===== src/rtl/btn_debouncer.sv =====
// btn_debouncer: per-channel synchroniser, debounce counter and auto-repeat
// generator for raw push-button pins. Every output is registered.
module btn_debouncer #(
  parameter int N               = 5,
  parameter int DEBOUNCE_CYCLES = 1000000,
  parameter int REPEAT_DELAY    = 50000000,
  parameter int REPEAT_PERIOD   = 10000000
) (
  input  logic         clk,
  input  logic         reset,
  input  logic [N-1:0] btn_raw,
  output logic [N-1:0] btn_level,
  output logic [N-1:0] btn_press,
  output logic [N-1:0] btn_release,
  output logic [N-1:0] btn_repeat
);

  localparam int DW   = (DEBOUNCE_CYCLES > 1) ? $clog2(DEBOUNCE_CYCLES) : 1;
  localparam int HMAX = (REPEAT_DELAY > REPEAT_PERIOD) ? REPEAT_DELAY : REPEAT_PERIOD;
  localparam int HW   = (HMAX > 0) ? $clog2(HMAX + 1) : 1;

  localparam logic [DW-1:0] DB_LAST   = DW'(DEBOUNCE_CYCLES - 1);
  localparam logic [HW-1:0] RD_LAST   = HW'((REPEAT_DELAY > 0) ? REPEAT_DELAY - 1 : 0);
  localparam logic [HW-1:0] RP_LAST   = HW'((REPEAT_PERIOD > 0) ? REPEAT_PERIOD - 1 : 0);
  localparam bit            REPEAT_EN = (REPEAT_DELAY > 0);

  typedef enum logic [1:0] {
    ST_IDLE,
    ST_DELAY,
    ST_REPEAT
  } rpt_state_e;

  // Hold counter increment that sticks at all-ones instead of wrapping.
  function automatic logic [HW-1:0] sat_inc(input logic [HW-1:0] v);
    return (v == {HW{1'b1}}) ? v : v + HW'(1);
  endfunction

  logic [N-1:0]  s1_q, s1_d;
  logic [N-1:0]  s2_q, s2_d;
  logic [N-1:0]  level_q, level_d;
  logic [N-1:0]  press_q, press_d;
  logic [N-1:0]  release_q, release_d;
  logic [N-1:0]  repeat_q, repeat_d;
  logic [DW-1:0] cnt_q [N];
  logic [DW-1:0] cnt_d [N];
  logic [HW-1:0] hcnt_q [N];
  logic [HW-1:0] hcnt_d [N];
  rpt_state_e    state_q [N];
  rpt_state_e    state_d [N];

  // Synchroniser and debounce: accept s2 only after it has disagreed with the
  // current level for DEBOUNCE_CYCLES consecutive edges; any agreement restarts.
  always_comb begin
    s1_d      = btn_raw;
    s2_d      = s1_q;
    level_d   = level_q;
    press_d   = '0;
    release_d = '0;
    for (int i = 0; i < N; i++) begin
      cnt_d[i] = cnt_q[i];
      if (s2_q[i] == level_q[i]) begin
        cnt_d[i] = '0;
      end else if (cnt_q[i] == DB_LAST) begin
        level_d[i]   = s2_q[i];
        cnt_d[i]     = '0;
        press_d[i]   = s2_q[i];
        release_d[i] = ~s2_q[i];
      end else begin
        cnt_d[i] = cnt_q[i] + DW'(1);
      end
    end
  end

  // Auto-repeat: a fall always wins and is silent; a rise arms the delay,
  // after which pulses recur every REPEAT_PERIOD edges while still held.
  always_comb begin
    repeat_d = '0;
    for (int i = 0; i < N; i++) begin
      state_d[i] = state_q[i];
      hcnt_d[i]  = hcnt_q[i];
      if (release_d[i]) begin
        state_d[i] = ST_IDLE;
        hcnt_d[i]  = '0;
      end else begin
        case (state_q[i])
          ST_IDLE: begin
            if (press_d[i] && REPEAT_EN) begin
              state_d[i] = ST_DELAY;
              hcnt_d[i]  = '0;
            end
          end
          ST_DELAY: begin
            if (hcnt_q[i] == RD_LAST) begin
              state_d[i]  = ST_REPEAT;
              repeat_d[i] = 1'b1;
              hcnt_d[i]   = '0;
            end else begin
              hcnt_d[i] = sat_inc(hcnt_q[i]);
            end
          end
          ST_REPEAT: begin
            if (hcnt_q[i] == RP_LAST) begin
              repeat_d[i] = 1'b1;
              hcnt_d[i]   = '0;
            end else begin
              hcnt_d[i] = sat_inc(hcnt_q[i]);
            end
          end
          default: begin
            state_d[i] = ST_IDLE;
            hcnt_d[i]  = '0;
          end
        endcase
      end
    end
  end

  // State registers; reset clears everything, including pulses in flight.
  always_ff @(posedge clk) begin
    if (reset) begin
      s1_q      <= '0;
      s2_q      <= '0;
      level_q   <= '0;
      press_q   <= '0;
      release_q <= '0;
      repeat_q  <= '0;
      for (int i = 0; i < N; i++) begin
        cnt_q[i]   <= '0;
        hcnt_q[i]  <= '0;
        state_q[i] <= ST_IDLE;
      end
    end else begin
      s1_q      <= s1_d;
      s2_q      <= s2_d;
      level_q   <= level_d;
      press_q   <= press_d;
      release_q <= release_d;
      repeat_q  <= repeat_d;
      for (int i = 0; i < N; i++) begin
        cnt_q[i]   <= cnt_d[i];
        hcnt_q[i]  <= hcnt_d[i];
        state_q[i] <= state_d[i];
      end
    end
  end

  assign btn_level   = level_q;
  assign btn_press   = press_q;
  assign btn_release = release_q;
  assign btn_repeat  = repeat_q;

endmodule

===== config.mk =====
export PLATFORM = sky130hd
export DESIGN_NAME = btn_debouncer
export DESIGN_NICKNAME = d
export VERILOG_FILES = /design/src/rtl/btn_debouncer.sv
export SDC_FILE = /design/constraint.sdc
export NUM_CORES = 1
export LEC_CHECK = 0
export BUFFER_PORTS_ARGS = -buffer_cell sky130_fd_sc_hd__buf_2
export CELL_PAD_IN_SITES_DETAIL_PLACEMENT = 0
export CELL_PAD_IN_SITES_GLOBAL_PLACEMENT = 1
export CORE_MARGIN = 5
export CORE_UTILIZATION = 40
export DETAILED_ROUTE_END_ITERATION = 10
export PLACE_DENSITY_LB_ADDON = 0.08
export SKIP_CTS_REPAIR_TIMING = 1
export SYNTH_ARGS = -nofsm -noshare
export SYNTH_HDL_FRONTEND = slang
export SYNTH_SLANG_ARGS = --single-unit
export TNS_END_PERCENT = 30

===== constraint.sdc =====
create_clock -name clk -period 7.2 [get_ports clk]
set_clock_uncertainty 0.05 [all_clocks]
set_input_delay 1.44 -clock clk [delete_from_list [all_inputs] [get_ports clk]]
set_output_delay 1.44 -clock clk [all_outputs]
set_load 0.005 [all_outputs]

==> results_dict.tcl <==
set metrics [dict create \
    status "completed" \
    hp-class "register to register" \
    ys_warn_count 0 \
    fin_crit_sh 0.460 \
    seqPwrFrac 0.463 \
    initial_utilization 0.403 \
    fin_nets 1610 \
    layout_commonest_cell "dfxtp_1" \
    htree_levels 1 \
    p_per_area_nw_per_um2 221 \
    syn-num-nets 1593 \
    async_flop_share 0 \
    place.gp.congestion 0.806 \
    slowest_stage "o21bai_2" \
    final_cell_mix "dfxtp_1, nor2_1, nand2_1" \
    clk_path_buf_depth 3 \
    vias_per_cell 5.24 \
    p_switching_w 0.000673 \
    postSynthCellCount 1556 \
    path_class "register to register" \
    synthAdderAreaFrac 0.0288 \
    syn_area_um2 13000 \
    antennaDiodeCount 0 \
    cts_buffers 31 \
    area_growth_pct 12.7 \
    max_freq_mhz 302 \
    ant_nets 0 \
    fin_total_pwr_w 0.00324 \
    dpl.hpwl_um 19600 \
    relSlewSlack 0.253 \
    setup_viol 0 \
    r2r_slack_ps 3890 \
    synth_edf_count 0 \
    period_needed_ps 3310 \
    drtIter0Drc 614 \
    drc 0 \
    clk_latency_ps 560 \
    yosysSeqAreaShare 0.415 \
    tightest_slew_ps 1120 \
    syn_avg_cell_area_um2 8.38 \
    ys_ff_latch 270 \
    dieHeight_um 191 \
    rows 66 \
    netSwitchingFraction 0.208 \
    drv_slew 0 \
    overflow 0 \
    p_leak_nw 4.61 \
    pwr-share-comb 0.014 \
    synth_flop_cell "dfxtp_1" \
    wl_per_cell_um 14.2 \
    synth-compound-area-share 0.0714 \
    grt_usage 0.157 \
    endpoint_kind "register" \
    p_int_w 0.00257 \
    crit_required_ps 7550 \
    synthSimpleGateAreaFrac 0.331 \
    synthXorXnorAreaFrac 0.120 \
    first_global_vias 10100 \
    synth_top_family_by_area "simple AND/OR/NAND/NOR gates" \
    grt_pass1_wl_um 49300 \
    yosys.cell_types.count 61 \
    port_buffers 26 \
    ctsRootBufferMaster "clkbuf_16" \
    max-vdd-ir-drop_uv 195 \
    die_width_um 191 \
    fin_setup_tns_ps 0 \
    die_area_um2 36300 \
    maxCapViolations 0 \
    synth.area.mux_share 0.00384 \
    antenna_found_initial 1 \
    critPathMaxFanout 24 \
    clock_sinks 270 \
    dr.pass1.iters 5 \
    drive_above_1_share 0.0684 \
    crit_chain "nand2_1, or4b_2, nor4_1, o22ai_1, o21bai_2, nor2_1" \
    routed_wl_um 29000 \
    power.share.clock 0.523 \
    cts_tree "built" \
    core_area_um2 32400 \
    grt_max_degree 33 \
    cp_slowest_stage_delay_ps 910 \
    finalHoldViolations 0 \
    ios 27 \
    via_count 10700 \
    start_kind "register" \
    arrival_ps 3660 \
    path_clk_slew_ps 60 \
    rsz0062_at_grt "no" \
]
==> final timing paths <==
kind,start,end,depth (start not counted)
worst min-delay path,s1_q[3],s2_q[3],1
worst max register to register,hcnt_q[0][22],hcnt_q[0][5],6
worst max-delay path,hcnt_q[0][22],hcnt_q[0][5],6
worst min register to register,s1_q[3],s2_q[3],1
==> area by class of cell <==
cell class                 instances  area, um2
multi-input combinational       1186       7250
clock buffer                      38        862
tap                              442        553
clock inverter                    16        245
inverter                          49        184
sequential                       270       5410
timing repair buffer              35        198
fill                            3295      17700
==> per-layer routing <==
metal | share of wire | GRT usage | routed length [um] | vias to the layer above
li1 | - | - | - | 5511
met1 | 0.50 | 0.216 | 14500 | 4972
met2 | 0.44 | 0.256 | 12900 | 124
met3 | 0.031 | 0.0273 | 904 | 54
met4 | 0.025 | 0.0425 | 712 | 2
met5 | 0.00045 | 0 | 13 | -
==> logic make-up (layout without fill, tap and decap cells) <==
kind of cell / count (synthesis) / in the layout
compound gates: 146 / 146
xor+xnor: 178 / 178
fa+ha+maj: 30 / 30
buf+inv: 100 / 138
flops: 270 / 270
mux: 5 / 5
simple gates: 827 / 827
==> stage by stage <==
step | cells | area [um2] | util | setup slack, ps | hold WS [ps]
3_5_place_dp | 1982 | 13600 | 0.420 | 3570 | 378
6_report | 2036 | 14700 | 0.454 | 3890 | 387
3_3_place_gp | 1982 | 13600 | 0.420 | 3610 | 378
4_1_cts | 2036 | 14700 | 0.454 | 3830 | 394
2_1_floorplan | 1556 | 13000 | - | 4290 | 364
5_1_grt | 2036 | 14700 | 0.454 | 3590 | 412
==> critical path: cells and delay by family, from the launching register on <==
family | cells | cell delay, ps
AOI/OAI and AO/OA | 2 | 1290
and+or+nand+nor | 4 | 1410
DFF | 1 | 390
==> synthesized netlist by cell type (all sizes together), types with 19 or more instances <==
master / instances / area share
xor2: 92 / 0.062
nand2: 113 / 0.033
and4: 19 / 0.013
o21ai: 37 / 0.014
ha: 30 / 0.029
xnor2: 86 / 0.058
a21oi: 42 / 0.016
nand4: 74 / 0.036
nand3: 100 / 0.038
clkbuf: 46 / 0.013
and3: 42 / 0.020
nor2: 253 / 0.073
nor2b: 21 / 0.010
nor3: 47 / 0.018
nor4: 42 / 0.021
dfxtp: 270 / 0.41
inv: 48 / 0.014
==> power groups by stage <==
stage	combinational, W	sequential (W)	clock (W)
2_1_floorplan	0.0000334	0.00153	0
3_3_place_gp	0.0000473	0.00153	0
3_5_place_dp	0.0000477	0.00153	0
4_1_cts	0.0000479	0.00150	0.00176
5_1_grt	0.0000520	0.00150	0.00181
6_report	0.0000463	0.00150	0.00169
==> state kept, by name, indices dropped and copies added (netlist names) <==
signal	flops
hcnt_q	130
cnt_q	100
state_q	10
btn_level	5
btn_press	5
btn_release	5
btn_repeat	5
s1_q	5
s2_q	5
Power figures use the tool's default switching activity.
